File: src/rtl/maze_pkg.sv
// ============================================================================
// Module : maze_pkg
// Brief  : Shared result and FSM state types for maze monitors/scoreboards.
// Rev    : 1.0 - initial release
// ============================================================================
`default_nettype none

package maze_pkg;

  typedef enum logic [1:0] {
    RES_NONE      = 2'd0,
    RES_OBJECTIVE = 2'd1,
    RES_ERROR     = 2'd2,
    RES_TIMEOUT   = 2'd3
  } ep_result_t;

  typedef enum logic [2:0] {
    ST_IDLE      = 3'd0,
    ST_RESET_MON = 3'd1,
    ST_RUN       = 3'd2,
    ST_REPORT    = 3'd3,
    ST_DONE      = 3'd4
  } ep_state_t;

endpackage

`default_nettype wire

File: src/rtl/maze_episode_ctrl.sv
// ============================================================================
// Module : maze_episode_ctrl
// Brief  : Episode sequencer: monitor reset, step budget, verdicts, tallies.
// Rev    : 1.0 - initial release
// ============================================================================
`default_nettype none

module maze_episode_ctrl
  import maze_pkg::*;
#(
  parameter int MAX_STEPS    = 64,
  parameter int NUM_EPISODES = 8,
  localparam int SW = $clog2(MAX_STEPS + 1),
  localparam int EW = $clog2(NUM_EPISODES + 1)
) (
  input  logic          clk,
  input  logic          rst,
  input  logic          start,
  input  logic          step_valid,
  input  logic          mon_objective,
  input  logic          mon_error,
  output logic          mon_reset,
  output logic          busy,
  output logic          ep_done,
  output logic [1:0]    ep_result,
  output logic [SW-1:0] ep_steps,
  output logic [EW-1:0] pass_count,
  output logic [EW-1:0] fail_count,
  output logic          all_done
);

  ep_state_t     r_state;
  ep_result_t    r_result;
  logic [SW-1:0] r_cnt;
  logic [SW-1:0] r_steps;
  logic [EW-1:0] r_ep_idx;
  logic [EW-1:0] r_pass;
  logic [EW-1:0] r_fail;

  logic          w_at_max;
  logic          w_step_acc;
  logic [SW-1:0] w_cnt_next;

  // Counter saturates at the budget; ep_steps includes a step accepted on the verdict cycle.
  assign w_at_max   = (r_cnt == SW'(MAX_STEPS));
  assign w_step_acc = step_valid & ~w_at_max;
  assign w_cnt_next = r_cnt + SW'(w_step_acc);

  always_ff @(posedge clk) begin
    if (rst) begin
      r_state  <= ST_IDLE;
      r_result <= RES_NONE;
      r_cnt    <= '0;
      r_steps  <= '0;
      r_ep_idx <= '0;
      r_pass   <= '0;
      r_fail   <= '0;
    end else begin
      case (r_state)
        ST_IDLE, ST_DONE: begin
          if (start) begin
            r_state  <= ST_RESET_MON;
            r_pass   <= '0;
            r_fail   <= '0;
            r_ep_idx <= '0;
            r_result <= RES_NONE;
          end
        end
        ST_RESET_MON: begin
          r_cnt   <= '0;
          r_state <= ST_RUN;
        end
        ST_RUN: begin
          r_cnt <= w_cnt_next;
          if (mon_error) begin
            r_result <= RES_ERROR;
            r_steps  <= w_cnt_next;
            r_state  <= ST_REPORT;
          end else if (mon_objective) begin
            r_result <= RES_OBJECTIVE;
            r_steps  <= w_cnt_next;
            r_state  <= ST_REPORT;
          end else if (w_at_max) begin
            r_result <= RES_TIMEOUT;
            r_steps  <= w_cnt_next;
            r_state  <= ST_REPORT;
          end
        end
        ST_REPORT: begin
          if (r_result == RES_OBJECTIVE) r_pass <= r_pass + 1'b1;
          else                           r_fail <= r_fail + 1'b1;
          if (r_ep_idx == EW'(NUM_EPISODES - 1)) begin
            r_state <= ST_DONE;
          end else begin
            r_ep_idx <= r_ep_idx + 1'b1;
            r_state  <= ST_RESET_MON;
          end
        end
        default: r_state <= ST_IDLE;
      endcase
    end
  end

  assign mon_reset  = (r_state == ST_RESET_MON);
  assign busy       = (r_state == ST_RESET_MON) || (r_state == ST_RUN) || (r_state == ST_REPORT);
  assign ep_done    = (r_state == ST_REPORT);
  assign all_done   = (r_state == ST_DONE);
  assign ep_result  = r_result;
  assign ep_steps   = r_steps;
  assign pass_count = r_pass;
  assign fail_count = r_fail;

endmodule

`default_nettype wire

File: config.mk
export PLATFORM = sky130hd
export DESIGN_NAME = maze_episode_ctrl
export DESIGN_NICKNAME = d
export VERILOG_FILES = /design/src/rtl/maze_pkg.sv /design/src/rtl/maze_episode_ctrl.sv
export SDC_FILE = /design/constraint.sdc
export NUM_CORES = 1
export LEC_CHECK = 0
export CAP_MARGIN = 20
export CORE_MARGIN = 2
export CORE_UTILIZATION = 46
export CTS_CLUSTER_DIAMETER = 200
export DETAILED_ROUTE_END_ITERATION = 6
export GPL_TIMING_DRIVEN = 0
export PLACE_DENSITY = 0.73
export SETUP_SLACK_MARGIN = 0.5
export SYNTH_ARGS = -nofsm -noshare
export SYNTH_HDL_FRONTEND = slang
export SYNTH_SLANG_ARGS = --single-unit
File: constraint.sdc
create_clock -name clk -period 2.1 [get_ports clk]
set_input_delay 0.525 -clock clk [delete_from_list [all_inputs] [get_ports clk]]
set_output_delay 0.525 -clock clk [all_outputs]
set_load 0.01 [all_outputs]
Word-level counts from Yosys, hierarchy flattened. Cells that the tools add are included.

Input port bits: 6. Register bits: 31. Output and inout port bits: 21. Word-level logic and storage cells: 61.

Bitwise gates (word level): 2. Muxes and demuxes: 22. $add $sub $neg: 4. Reduce and logical (&&, ||, !) cells: 14. Eq/ne operators: 12.

Operators by type and width (count): $pmux 4 s2 (3); $mux 7 (3); $mux 4 (4); $mux 3 (5); $pmux 7 s2 (1); $add 4x1->4 const B (3); $pmux 3 s4 (1); $reduce_and 3->1 (4); $mux 2 (4); $add 7x1->7 (1); $eq 7x7->1 const B (1); $eq 3x2->1 const B (2); $ne 2x2->1 const B (3); $reduce_bool 2->1 (3); $eq 4x3->1 const B (1); $ne 4x4->1 const B (1); $pmux 2 s2 (1); $reduce_and 2->1 (2); $eq 3x1->1 const B (1); $eq 3x3->1 const B (1); $logic_not 3->1 (1); $reduce_bool 3->1 (1); $eq 2x1->1 const B (1); $logic_or 1x1->1 (2); other kinds (4) (4).

Depth between registers and ports, before layout.
Word-level depth: 7. Gate-level depth with buffers: 9. Depth with buffers taken out: 9.

Worst setup path after synthesis. OpenSTA, ideal clock, no wires.

Kind: register -> register. Start: register r_cnt[0]. End: register r_steps[6] (netlist: ep_steps[6]). Setup slack: 115 ps. Path buffers: 0. Cell stages (with the launch flop): 10. Setup time: 86 ps. Arrival time: 1899 ps. Required time: 2014 ps. Clock period less this slack: 1985 ps. Path through: dfxtp_1 nor4b_1 and2_1 nor2b_1 ha_1 ha_1 nand3_1 nor2_1 xnor2_1 a211oi_1.

Word-level cells in the longest chain between the ends: 7. Elaborated cells on any way between the ends: 9. Classes of those cells: 1 x add/sub; 1 x eq/ne; 3 x mux; 2 x bitwise; 2 x reduce/logical.

Ends and longest elaborated chain: start, declared (line maze_episode_ctrl.sv:34) `logic [SW-1:0] r_cnt;`; start signal, assigned (line maze_episode_ctrl.sv:74) `r_cnt <= w_cnt_next;`; $eq 7x7->1 (line maze_episode_ctrl.sv:45) `assign w_at_max = (r_cnt == SW'(MAX_STEPS));`; $not 1->1 (line maze_episode_ctrl.sv:46) `assign w_step_acc = step_valid & ~w_at_max;`; $and 1x1->1 (line maze_episode_ctrl.sv:46); $add 7x1->7 (line maze_episode_ctrl.sv:47) `assign w_cnt_next = r_cnt + SW'(w_step_acc);`; $mux 7 (line maze_episode_ctrl.sv:83) `end else if (w_at_max) begin`; $mux 7 (line maze_episode_ctrl.sv:79) `end else if (mon_objective) begin`; $mux 7 (line maze_episode_ctrl.sv:75) `if (mon_error) begin`; end signal, assigned (line maze_episode_ctrl.sv:77) `r_steps <= w_cnt_next;`; end signal, assigned (line maze_episode_ctrl.sv:81) `r_steps <= w_cnt_next;`; end signal, assigned (line maze_episode_ctrl.sv:85) `r_steps <= w_cnt_next;`; end, declared (line maze_episode_ctrl.sv:35) `logic [SW-1:0] r_steps;`.

Parallel ways exist; a longest one is shown, timed or not. The select of a mux whose other input is x is not followed. A chain may end at the register's enable or synchronous reset.

Worst setup path after layout. Ends and elaborated chain as after synthesis.

==> metrics.txt <==
grt ovf=0; CTS tree=done; post-route antenna net violation count=0; final setup fails=0; Clock Skews=0.00881 ns; clk_lat worst skew=0.34 ns; vias per cell=5.73; reg2reg setup slack=0.25 ns; initial core utilization=48.4%; WHS=0.484 ns; post-route insts no fill=273; gpl congestion=0.813; Worst Hold End=fail_count[1]$_SDFFE_PP0P_; crit path time final=1.85 ns; # hold bufs at CTS=0; row count=20; synthesized area=1490 sq um; Worst R2R Path Depth=9; run status=finished clean; Critical Path Source Type=register; largest net degree at the start of global routing=11; Fin. Hold Viols=0; # nets final=239; max incr delay on CP=0.37 ns; crit path DAT=2.11 ns; unique cell type count in the Yosys netlist=33; DRC viols=0; relative slew slack=61.0%; type of the most critical hold path=register to register; CP max-delay cell=dfxtp_4; TritonRoute pass-1 iters=4; Cells after Synth=176; Peak Freq=0.541 GHz; core area=3080 sq um; dpl hpwl=2530 um; Post-synth EDFFs=0; sequential area share after synthesis=41.7%; total CTS buffers=5; IO buf count=26; FF+latch count, synth=31; antenna diode count=0; Clock transition at path regs=0.10 ns; Mean Syn Cell Area=8.46 sq um; Clock Sinks=31; Max VDD drop=0.000458 V; r2r endpoint=ep_steps[6]$_SDFFE_PP0P_; Clock Path Buffers=2; type of the worst setup path=register to register; Setup crit end kind=register; gr usage total=24.7%; Die X=60.9 um; first-pass GRT wire length=6640 um; dominant cells by area after synthesis=dfxtp_1, a21oi_1, o21ai_0, ha_1, nor2_1; Crit Path Max Fanout=4; Pins Over Slew Limit=0; Pleak=0.900 nW; PwrDens=646 nW/um^2; die area=3710 sq um; placed insts=246; share of layout cells above drive strength 1=39.3%; CTS root buf=clkbuf_4; Hold Startpoint=fail_count[1]$_SDFFE_PP0P_; Worst R2R Start=r_cnt[0]$_SDFFE_PP0P_; die height=60.9 um; WP data required=2.36 ns; H-Tree Depth=2; final wirelength=4670 um; Hold Crit Depth=2; worst slack, placed=-0.0205 ns; Tcrit/Tclk final=88.1%; slew of the pin with the lowest slew margin=0.583 ns; largest area contributor in the netlist=dfxtp_1; Critical Path Most Common Cell=ha_4; DRT iter0 DRCs=86; top-area cell type share of the netlist area=41.7%; Fin Setup TNS=0 ns; RSZ-0062 raised after global routing=yes; predominant post-synthesis flop cell=dfxtp_1; final worst-path setup slack=0.251 ns; vias in the first global route=1535; CP Cell Sequence=nor4b_4 -> and2_4 -> nor2b_4 -> ha_4 -> ha_4 -> nand3_4 -> nor2_2 -> xnor2_2 -> a211oi_2; io pins=27; fraction of registers with async set/reset=0%; Synth warnings=0; Max-Cap Viols=0; area grow syn2layout=54.5%; Vias=1564; final core occ=74.7%; Syn Nets=187; DR WL/cell=17.1 um; initial antenna violation count=0
==> state kept, by name, summed over array words and instances (netlist names) <==
signal	cells
pass_count	4
ep_result	2
r_cnt	7
r_ep_idx	4
r_state	3
ep_steps	7
fail_count	4
==> cell type report <==
type                    instances  area, sq um
multi-input cells             132         1060
inverters                       7         28.8
clock buffers                   8         68.8
plain buffers                   6         43.8
repair buffers                 45          389
fillers                       216          778
well taps                      44         55.1
flip-flops and latches         31          656
==> worst max path at each step <==
stage                     startpoint                        to  slack [ns]  depth (start not counted)
2_1_floorplan  r_cnt[1]$_SDFFE_PP0P_  ep_steps[6]$_SDFFE_PP0P_        0.38                          9
3_3_place_gp              step_valid  ep_steps[6]$_SDFFE_PP0P_        0.02                          8
3_5_place_dp              step_valid     r_cnt[6]$_SDFFE_PP0P_       -0.02                          8
4_1_cts        r_cnt[2]$_SDFFE_PP0P_  ep_steps[5]$_SDFFE_PP0P_        0.32                          9
5_1_grt        r_cnt[0]$_SDFFE_PP0P_  ep_steps[6]$_SDFFE_PP0P_        0.23                          9
6_report       r_cnt[0]$_SDFFE_PP0P_  ep_steps[6]$_SDFFE_PP0P_        0.25                          9
==> metrics by stage <==
| step | power (mW) | cell area (sq um) |
|---|---|---|
| 2_1_floorplan | 0.837 | 1540 |
| 3_3_place_gp | 0.951 | 1860 |
| 3_5_place_dp | 0.959 | 1860 |
| 4_1_cts | 1.40 | 2120 |
| 5_1_grt | 1.55 | 2300 |
| 6_report | 1.48 | 2300 |
==> cell usage after synthesis, types with 3 or more instances <==
| cell | count |
|---|---|
| a211oi_1 | 7 |
| a21oi_1 | 26 |
| and2_1 | 4 |
| clkbuf_1 | 3 |
| dfxtp_1 | 31 |
| ha_1 | 5 |
| inv_1 | 7 |
| nand2_1 | 7 |
| nand3_1 | 10 |
| nor2_1 | 16 |
| nor2b_1 | 4 |
| nor3_1 | 4 |
| o21ai_0 | 14 |
| or3_1 | 7 |
| xnor2_1 | 6 |
| xor2_1 | 3 |
==> placed cells by master, fill, tap and decap left out, types with 5 or more instances in the layout <==
cell / n
o21ai_0: 10
dlygate4sd2_1: 18
dfxtp_4: 7
dfxtp_1: 17
a21oi_1: 20
nand3_1: 7
inv_1: 6
clkbuf_4: 5
dfxtp_2: 7
buf_4: 17
nor2_1: 11
nand2_1: 7
==> layer usage <==
metal,vias up,track usage (%),share of wire (%)
li1,737,-,-
met1,742,27.7,41
met2,69,42.5,50
met3,16,6.61,6.5
met4,0,13.4,2.4
met5,-,0,0
==> worst max-delay path, delay by kind of cell (launching register included) <==
kind                     cells  cell delay [ns]
AO/OA/AOI/OAI                1             0.21
XOR/XNOR                     1             0.14
adder cells (fa/ha/maj)      2             0.34
flip-flops                   1             0.37
AND/OR/NAND/NOR              5             0.70
==> repair_timing <==
item / CTS / global route
pin swaps: 17 / 20
setup endpoints to repair: 45 / 25
cloned: 0 / 0
buffers inserted: 14 / 5
resized for setup: 73 / 33
==> power breakdown <==
group          internal (mW)  switching (mW)  total [mW]  leakage [nW]
registers              0.613          0.0224       0.635         0.260
logic                  0.192           0.242       0.434         0.602
clock network          0.197           0.219       0.416        0.0386
==> logic make-up (layout without fill, tap and decap cells) <==
family          count (synthesis)  in the layout  share of synthesized area, %
flops                          31             31                          41.7
fa+ha+maj                       5              5                          4.20
buf+inv                        13             66                          3.95
simple gates                   65             65                          25.0
compound gates                 53             53                          19.9
xor+xnor                        9              9                          5.29
(Power assumes the default switching activity.)
